<file path="config.mk">
export PLATFORM = sky130hd
export DESIGN_NAME = axi_lut_multiplier
export DESIGN_NICKNAME = d
export VERILOG_FILES = /design/src/rtl/lut_mul_pkg.sv /design/src/rtl/axi_lut_multiplier.sv
export SDC_FILE = /design/constraint.sdc
export NUM_CORES = 1
export LEC_CHECK = 0
export CAP_MARGIN = 20
export CELL_PAD_IN_SITES_DETAIL_PLACEMENT = 1
export CELL_PAD_IN_SITES_GLOBAL_PLACEMENT = 1
export CORE_ASPECT_RATIO = 1.5
export CORE_UTILIZATION = 29
export CTS_BUF_LIST = sky130_fd_sc_hd__clkbuf_16
export DETAILED_ROUTE_END_ITERATION = 8
export PLACE_DENSITY_LB_ADDON = 0.1
export SETUP_SLACK_MARGIN = 0.2
export SYNTH_ARGS = -nofsm -noshare
export SYNTH_HDL_FRONTEND = slang
export SYNTH_SLANG_ARGS = --single-unit
export TNS_END_PERCENT = 100
</file>
<file path="constraint.sdc">
create_clock -name clk -period 4.54 [get_ports clk]
set_input_delay 0.908 -clock clk [delete_from_list [all_inputs] [get_ports clk]]
set_output_delay 0.908 -clock clk [all_outputs]
set_load 0.02 [all_outputs]
</file>
<file path="src/rtl/lut_mul_pkg.sv">
// Shared types for the AXI4-Lite times-table lookup engine.
// FSM encodings, AXI response codes and the table index helper.
package lut_mul_pkg;

  localparam logic [1:0] S_IDLE = 2'd0;
  localparam logic [1:0] S_AR   = 2'd1;
  localparam logic [1:0] S_R    = 2'd2;
  localparam logic [1:0] S_RSP  = 2'd3;

  localparam logic [1:0] AXI_RESP_OKAY   = 2'b00;
  localparam logic [1:0] AXI_RESP_SLVERR = 2'b10;
  localparam logic [1:0] AXI_RESP_DECERR = 2'b11;

  // Row-major index: a selects the row of 2^b_w entries.
  function automatic logic [31:0] lut_index(
    input logic [31:0] a,
    input logic [31:0] b,
    input int unsigned b_w
  );
    return (a << b_w) | b;
  endfunction

endpackage

</file>
<file path="src/rtl/axi_lut_multiplier.sv">
// Times-table lookup: one AXI4-Lite read per operand pair.
// Define LUT_MUL_CHECK_EN to cross-check table data against a*b.
module axi_lut_multiplier
  import lut_mul_pkg::*;
#(
  parameter int          A_W       = 3,
  parameter int          B_W       = 3,
  parameter logic [31:0] BASE_ADDR = 32'h0,
  parameter int          ADDR_W    = 32,
  parameter int          DATA_W    = 32
) (
  input  logic               clk,
  input  logic               rst_n,
  input  logic               req_valid,
  output logic               req_ready,
  input  logic [A_W-1:0]     req_a,
  input  logic [B_W-1:0]     req_b,
  output logic               rsp_valid,
  input  logic               rsp_ready,
  output logic [A_W+B_W-1:0] rsp_result,
  output logic               rsp_err,
  output logic [15:0]        lookup_count,
  output logic [ADDR_W-1:0]  m_axi_araddr,
  output logic               m_axi_arvalid,
  input  logic               m_axi_arready,
  input  logic [DATA_W-1:0]  m_axi_rdata,
  input  logic [1:0]         m_axi_rresp,
  input  logic               m_axi_rvalid,
  output logic               m_axi_rready
);

  localparam int P_W = A_W + B_W;

  logic [1:0]        state;
  logic [ADDR_W-1:0] addr_next;
  logic              rd_err;

  assign addr_next = ADDR_W'(BASE_ADDR)
    + ADDR_W'({lut_index(32'(req_a), 32'(req_b), B_W), 2'b00});

`ifdef LUT_MUL_CHECK_EN
  logic [A_W-1:0] a_q;
  logic [B_W-1:0] b_q;
  logic [P_W-1:0] prod;

  assign prod   = P_W'(a_q) * P_W'(b_q);
  assign rd_err = (m_axi_rresp != AXI_RESP_OKAY)
    || (m_axi_rdata[P_W-1:0] != prod);

  always_ff @(posedge clk or negedge rst_n) begin
    if (!rst_n) begin
      a_q <= '0;
      b_q <= '0;
    end else if (state == S_IDLE && req_valid && req_ready) begin
      a_q <= req_a;
      b_q <= req_b;
    end
  end
`else
  assign rd_err = (m_axi_rresp != AXI_RESP_OKAY);
`endif

  generate
    if (DATA_W > P_W) begin : g_pad
      logic unused_rdata;
      assign unused_rdata = ^m_axi_rdata[DATA_W-1:P_W];
    end
  endgenerate

  always_ff @(posedge clk or negedge rst_n) begin
    if (!rst_n) begin
      state         <= S_IDLE;
      req_ready     <= 1'b0;
      rsp_valid     <= 1'b0;
      rsp_result    <= '0;
      rsp_err       <= 1'b0;
      lookup_count  <= '0;
      m_axi_araddr  <= '0;
      m_axi_arvalid <= 1'b0;
      m_axi_rready  <= 1'b0;
    end else begin
      unique case (state)
        S_IDLE: begin
          if (req_valid && req_ready) begin
            m_axi_araddr  <= addr_next;
            m_axi_arvalid <= 1'b1;
            req_ready     <= 1'b0;
            state         <= S_AR;
          end else begin
            req_ready <= 1'b1;
          end
        end
        S_AR: begin
          if (m_axi_arready) begin
            m_axi_arvalid <= 1'b0;
            m_axi_rready  <= 1'b1;
            state         <= S_R;
          end
        end
        S_R: begin
          if (m_axi_rvalid) begin
            m_axi_rready <= 1'b0;
            rsp_result   <= m_axi_rdata[P_W-1:0];
            rsp_err      <= rd_err;
            rsp_valid    <= 1'b1;
            state        <= S_RSP;
          end
        end
        S_RSP: begin
          if (rsp_ready) begin
            rsp_valid    <= 1'b0;
            lookup_count <= lookup_count + 16'd1;
            req_ready    <= 1'b1;
            state        <= S_IDLE;
          end
        end
      endcase
    end
  end

endmodule
</file>
== Word-level counts from Yosys, hierarchy flattened ==
Index checks and enable logic that the tools add are counted.

* Word-level logic and storage cells: 50
* Output and inout bits: 59
* Register bits: 59

* Add/subtract/negate cells: 1
* Muxes and demuxes: 17
* Bitwise gates (word level): 1
* Equality and inequality tests: 7
* Reduce and logical (&&, ||, !) cells: 15

{| class="wikitable"
|+ Operators by type and width
! kind !! count
|-
| adder 16 x 1 -> 16 bit (second input constant) || 1
|-
| nonzero test 2 bit || 5
|-
| AND reduction 3 bit || 3
|-
| 2-to-1 mux 1 bit || 8
|-
| 2-to-1 mux 2 bit || 4
|-
| inequality test 2 bit (second input constant) || 4
|-
| one-hot mux 1 bit (2 select lines) || 4
|-
| one-hot mux 2 bit (4 select lines) || 1
|-
| AND reduction 2 bit || 4
|-
| OR 6 x 3 -> 6 bit || 1
|-
| equality test 2 bit (second input constant) || 2
|-
| AND reduction 4 bit || 1
|-
| equality test 2 x 1 -> 1 bit (second input constant) || 1
|-
| zero test 2 bit || 1
|-
| logical AND 1 bit || 1
|}

== Longest topological paths before layout ==
Gate-level depths: netlist (run 1).

* Depth in word-level cells: 3
* Depth in mapped cells: 6

== Least setup slack after synthesis (run 1) ==
No wires, ideal clock.

* Path kind: input-to-reg
* Start point: input m_axi_arready
* End point: register state[1]
* Required time: 4.415 ns
* Slack: 2.803 ns
* Cell stages on the path: 4
* Arrival time: 1.612 ns
* Setup time: 0.125 ns
* Path buffers: 0
* Path through: nand2b_1 nand3_1 a21oi_1 mux2_2

* Longest elaborated chain between the ends: 2

{| class="wikitable"
|+ RTL lines
! what !! line !! RTL
|-
| start: declaration || axi_lut_multiplier.sv:25 || <nowiki>input logic m_axi_arready,</nowiki>
|-
| inequality test 2 bit (no line) || n/a ||
|-
| AND reduction 4 bit (no line) || n/a ||
|-
| end signal: assignment || axi_lut_multiplier.sv:72 || <nowiki>state <= S_IDLE;</nowiki>
|-
| end signal: assignment || axi_lut_multiplier.sv:88 || <nowiki>state <= S_AR;</nowiki>
|-
| end signal: assignment || axi_lut_multiplier.sv:97 || <nowiki>state <= S_R;</nowiki>
|-
| end: declaration || axi_lut_multiplier.sv:34 || <nowiki>logic [1:0] state;</nowiki>
|}

No other way between the ends.
A chain may end at the register's enable or synchronous reset.

== Worst setup path after layout (run 1) ==
* Start point: register lookup_count[4]
* End point: output lookup_count[4]

{| class="wikitable"
|+ RTL lines
! what !! line !! RTL
|-
| start: declaration || axi_lut_multiplier.sv:22 || <nowiki>output logic [15:0] lookup_count,</nowiki>
|-
| start signal: assignment || axi_lut_multiplier.sv:112 || <nowiki>lookup_count <= lookup_count + 16'd1;</nowiki>
|}

No word-level cell between the ends.

==> flow_summary_export.csv, run 1 <==
group,metric,value,unit
run_status,status,"completed",
sta,fin_crit_sh,0.507,
cells_and_area,drive_above_1_share,0.119,
logic_synthesis,synth_area,1750,um^2
cells_and_area,area_growth_syn_to_layout,37.3,%
logic_synthesis,synth.avg_cell_area,11.7,um^2
cells_and_area,utilization,0.412,
power_and_ir_drop,powerDensity,600,nW/um^2
sta,period_needed,2.30,ns
clocking,cts_tree,"done",
floorplan,initial_core_util,0.300,
cells_and_area,diodes,0,
logic_synthesis,ys.flop_type,"dfrtp_1",
sta,finalWorstSetupSlack,2.24,ns
cells_and_area,fin_nets,260,
critical_path,crit_path_end_kind,"output pin",
global_route,grt_use_total,0.133,
route,viasPerCell,4.34,
global_route,grt_max_degree,36,
worst_hold_path,hp-class,"register to register",
floorplan,core-area,5830,um^2
global_route,grt_overflow,0,
critical_path,max_stage_delay,0.66,ns
sta,fmax,434,MHz
sta,rsz0062_at_grt,"no",
logic_synthesis,synth-seq-area-share,0.501,
power_and_ir_drop,ir_worst_vdd,0.224,mV
critical_path,crit_path_start_kind,"register",
floorplan,io_pins,105,
clocking,cts_root_buf,"clkbuf_16",
floorplan,dieHeight,97.1,um
route,routedWlPerCell,13.4,um
route,drt-pass1-iter-count,3,
logic_synthesis,yosysWarnings,0,
global_route,grt_pass1_vias,1322,
sta,finalSetupViolCount,0,
clocking,cts_buffers,5,
floorplan,dieWidth,65.4,um
critical_path,crit_fanout,5,
critical_path,crit_family,"buffers and inverters",
logic_synthesis,synth_edf_count,0,
critical_path,crit_arrival,1.39,ns
placed_design,hpwl,2.98,mm
clocking,clk_latency,0.27,ns
placed_design,port_buffers,52,
flow_run,maxCapViolations,0,
sta,finClkSkew,0.00198,ns
route,drc,0,
logic_synthesis,ys_ff_latch,35,
power_and_ir_drop,p_leak,1.09,nW
global_route,antenna_found_initial,0,
placed_design,dp_slack,2.07,ns
critical_path,critPathRequiredTime,3.63,ns
global_route,grt_pass1_wl,6.38,mm
clocking,clk_pin_slew,0.05,ns
floorplan,rows,34,
sta,finalHoldViolations,0,
placed_design,gp_congestion,0.705,
critical_path,critPathKind,"register to output pin",
logic_synthesis,synth_cells,150,
logic_synthesis,async_flop_share,1.00,
route,drt-total-wl,3.79,mm
sta,tns,0,ns
clocking,postCtsSetupBuffers,0,
sta,slew_violations,0,
clocking,ctsResizeCount,0,
clocking,cts.htree.levels,2,
critical_path,path_buf_inv,1,
clocking,numClockSinks,35,
clocking,clk_path_buf_depth,2,
critical_path,crit_path_top_delay_cell,"clkdlybuf4s50_1",
floorplan,die-area,6350,um^2
critical_path,worstPathCellList,"clkdlybuf4s50_1",
route,ant_nets,0,
route,num_vias,1224,
logic_synthesis,yosysUniqueCellTypes,25,
clocking,cts_hold_buf,0,
route,drtIter0Drc,26,
[per-layer routing]
layer  wire length (um)  vias up  GRT usage
met5                  0        -          0
met4                 43        0     0.0502
met3                143        4     0.0329
met2               2260       35      0.254
met1               1340      616      0.133
li1                   -      569          -
[synth_stat cells (all sizes together) (2+ instances only)]
cell type  instances  area (um^2)
dfrtp             35          876
buf               26          195
nand3              7         35.0
o21ai              7         35.0
nand2             13         56.3
inv                5         18.8
nor2               5         18.8
xor2               2         17.5
nor4               2         42.5
xnor2             13          114
a21oi              3         15.0
ha                 5         62.6
nand4              4         40.0
mux2              14          158
[report_power, final]
part	total [mW]	internal [mW]	switching (mW)	leakage, nW
sequential	0.503	0.420	0.0829	0.430
combinational	0.626	0.310	0.316	0.594
clock	0.314	0.197	0.117	0.0701
total	1.44	0.927	0.516	1.09
[placed cells by master, fill, tap and decap left out, drive strengths merged]
master	count
dfrtp	35
or2b	1
a22o	1
nor2	5
mux2	14
xor2	2
nand3	7
xnor2	13
clkdlybuf4s50	52
clkbuf	5
nand4	4
clkinv	2
o21ai	7
o32a	1
nor3	1
a21oi	3
inv	6
ha	5
conb	26
nand2	13
a31oi	1
nand2b	1
buf	1
a21bo	1
nor4	2
and2b	1
[final cells by class]
cell class | count | area [um^2]
Fill cell | 645 | 3430
Sequential cell | 35 | 876
Multi-Input combinational cell | 109 | 753
Timing Repair Buffer | 53 | 528
Clock buffer | 5 | 125
Tap cell | 72 | 90.1
Inverter | 5 | 18.8
Clock inverter | 3 | 11.3
[per-stage QoR]
| step | area (um^2) | cells | hold WS (ns) | total power, mW |
|---|---|---|---|---|
| 5_1_grt | 2400 | 282 | 0.505 | 1.53 |
| 3_3_place_gp | 2270 | 274 | 0.463 | 1.12 |
| 2_1_floorplan | 1840 | 175 | 0.528 | 0.870 |
| 6_report | 2400 | 282 | 0.483 | 1.44 |
| 4_1_cts | 2400 | 282 | 0.488 | 1.47 |
| 3_5_place_dp | 2270 | 274 | 0.477 | 1.14 |
[flip-flops by register name (all words and copies together) (netlist names)]
signal         flops
m_axi_araddr       6
rsp_result         6
m_axi_arvalid      1
lookup_count      16
rsp_valid          1
m_axi_rready       1
state              2
req_ready          1
rsp_err            1
[worst paths after layout]
kind	start	end	slack (ns)	cells after the start
max	lookup_count[4]	lookup_count[4]	2.24	1
min	lookup_count[15]	lookup_count[15]	0.48	1
max reg2reg	state[0]	state[1]	2.80	6
min reg2reg	lookup_count[15]	lookup_count[15]	0.48	1
max in group asynchronous	rst_n	m_axi_araddr[3]	3.16	2
min in group asynchronous	rst_n	lookup_count[10]	1.05	2
[logic make-up after synthesis]
group	after synthesis	synth area share
flops	35	0.501
simple gates	35	0.125
buf+inv	31	0.122
xor+xnor	15	0.0751
compound gates	14	0.0486
mux	14	0.0901
fa+ha+maj	5	0.0358
other cells	1	0.00214
Power figures use the tool's default switching activity.
==> run 2: changes to the inputs <==
--- a/config.mk
+++ b/config.mk
@@ -9,7 +9,7 @@
 export CELL_PAD_IN_SITES_DETAIL_PLACEMENT = 1
 export CELL_PAD_IN_SITES_GLOBAL_PLACEMENT = 1
 export CORE_ASPECT_RATIO = 1.5
-export CORE_UTILIZATION = 29
+export CORE_UTILIZATION = 27
 export CTS_BUF_LIST = sky130_fd_sc_hd__clkbuf_16
 export DETAILED_ROUTE_END_ITERATION = 8
 export PLACE_DENSITY_LB_ADDON = 0.1
==> constraint.sdc (replaced) <==
create_clock -name clk -period 2.4 [get_ports clk]
set_input_delay 0.48 -clock clk [delete_from_list [all_inputs] [get_ports clk]]
set_output_delay 0.48 -clock clk [all_outputs]
set_load 0.02 [all_outputs]
==> flow_summary_export.csv, run 2 (synthesis results as in run 1) <==
group,metric,value,unit
run_status,status,"completed",
global_route,grt_overflow,0,
clocking,cts_tree,"done",
clocking,ctsResizeCount,0,
sta,tns,0,ns
route,num_vias,1233,
sta,whs,0.483,ns
critical_path,crit_arrival,1.41,ns
flow_run,maxCapViolations,0,
route,drtIter0Drc,14,
clocking,cts_buffers,5,
critical_path,crit_path_end_kind,"output pin",
sta,finClkSkew,0.00350,ns
cells_and_area,largestRegisters,"lookup_count (16), m_axi_araddr (6), rsp_result (6)",
critical_path,r2r-start,"state[0]",
critical_path,crit_path_start_kind,"register",
floorplan,dieHeight,101,um
critical_path,crit_end,"lookup_count[3]",
critical_path,reg2reg_slack,0.67,ns
placed_design,port_buffers,52,
route,drt-total-wl,4.00,mm
critical_path,path_depth,1,
placed_design,dp_slack,0.295,ns
critical_path,max_stage_delay,0.65,ns
global_route,grt_pass1_vias,1313,
sta,finalSetupViolCount,0,
critical_path,path_buf_inv,1,
critical_path,critPathRequiredTime,1.92,ns
global_route,grt_use_total,0.132,
critical_path,crit_fanout,6,
clocking,clk_path_buf_depth,2,
floorplan,io_pins,105,
clocking,cts.htree.levels,2,
floorplan,rows,35,
sta,finalHoldViolations,0,
critical_path,cp-startpoint,"lookup_count[3]",
global_route,grt_pass1_wl,6.59,mm
floorplan,die-area,6810,um^2
sta,fmax,530,MHz
route,drc,0,
critical_path,worstReg2RegEnd,"state[1]",
route,ant_nets,0,
critical_path,crit_family,"buffers and inverters",
cells_and_area,diodes,0,
clocking,cts_root_buf,"clkbuf_16",
sta,fin_crit_sh,0.786,
cells_and_area,area_growth_syn_to_layout,37.6,%
clocking,postCtsSetupBuffers,0,
placed_design,gp_congestion,0.719,
critical_path,rr_worst_depth,6,
clocking,numClockSinks,35,
sta,period_needed,1.89,ns
power_and_ir_drop,powerDensity,1140,nW/um^2
worst_hold_path,hp-class,"register to register",
sta,rsz0062_at_grt,"no",
floorplan,dieWidth,67.7,um
critical_path,critPathKind,"register to output pin",
floorplan,core-area,6220,um^2
route,drt-pass1-iter-count,6,
clocking,clk_latency,0.27,ns
clocking,clk_pin_slew,0.05,ns
placed_design,hpwl,3.11,mm
route,viasPerCell,4.34,
critical_path,crit_path_top_delay_cell,"clkdlybuf4s50_1",
power_and_ir_drop,ir_worst_vdd,0.424,mV
global_route,grt_max_degree,36,
cells_and_area,fin_nets,260,
route,routedWlPerCell,14.1,um
global_route,antenna_found_initial,0,
cells_and_area,final_common_cell,"clkdlybuf4s50_1",
sta,slew_violations,0,
cells_and_area,layout_common_cells,"clkdlybuf4s50_1 (52), dfrtp_1 (35), conb_1 (26)",
clocking,cts_hold_buf,0,
sta,finalWorstSetupSlack,0.513,ns
floorplan,initial_core_util,0.281,
cells_and_area,top_register,"lookup_count",
cells_and_area,largest_reg_flops,16,
power_and_ir_drop,p_leak,1.10,nW
cells_and_area,drive_above_1_share,0.124,
critical_path,worstPathCellList,"clkdlybuf4s50_1",
## run 2: changes by cell type in the layout (fill, tap and decap cells not counted)
cell,delta
clkinv_2,+1
inv_1,+1
clkinv_1,-2
## run 2: per-stage QoR
step           utilization  area [um^2]  total power, mW  cells
6_report             0.387         2410             2.74    284
5_1_grt              0.387         2410             2.93    284
4_1_cts              0.387         2410             2.79    284
3_5_place_dp         0.365         2270             2.16    276
3_3_place_gp         0.365         2270             2.12    276
2_1_floorplan            -         1840             1.65    175
## run 2: area by class of cell
cell class / instances / area (um^2)
timing repair buffer: 53 / 528
clock inverter: 3 / 12.5
multi-input combinational: 109 / 753
fill: 700 / 3810
clock buffer: 5 / 125
inverter: 5 / 18.8
tap: 74 / 92.6
sequential: 35 / 876
## run 2: report_power, final
group | internal, mW | switching, mW | leakage [nW]
clock network | 0.375 | 0.232 | 0.0762
logic | 0.584 | 0.596 | 0.594
registers | 0.793 | 0.157 | 0.430
## run 2: worst min-delay path by stage
stage | startpoint | to | slack [ns] | depth (start not counted)
final | lookup_count[15] | lookup_count[15] | 0.48 | 1
after global routing | lookup_count[15] | lookup_count[15] | 0.52 | 1
after CTS | lookup_count[15] | lookup_count[15] | 0.50 | 1
after detailed placement | lookup_count[15] | lookup_count[15] | 0.48 | 1
after global placement | lookup_count[15] | lookup_count[15] | 0.46 | 1
after floorplan | rst_n | lookup_count[0] | 0.18 | 0
## run 2: layer usage
layer | up-vias | global-route usage | part of all wire
met3 | 6 | 0.0271 | 0.032
met2 | 38 | 0.238 | 0.59
met5 | - | 0 | 0
met4 | 0 | 0.0540 | 0.019
met1 | 620 | 0.144 | 0.36
li1 | 569 | - | -
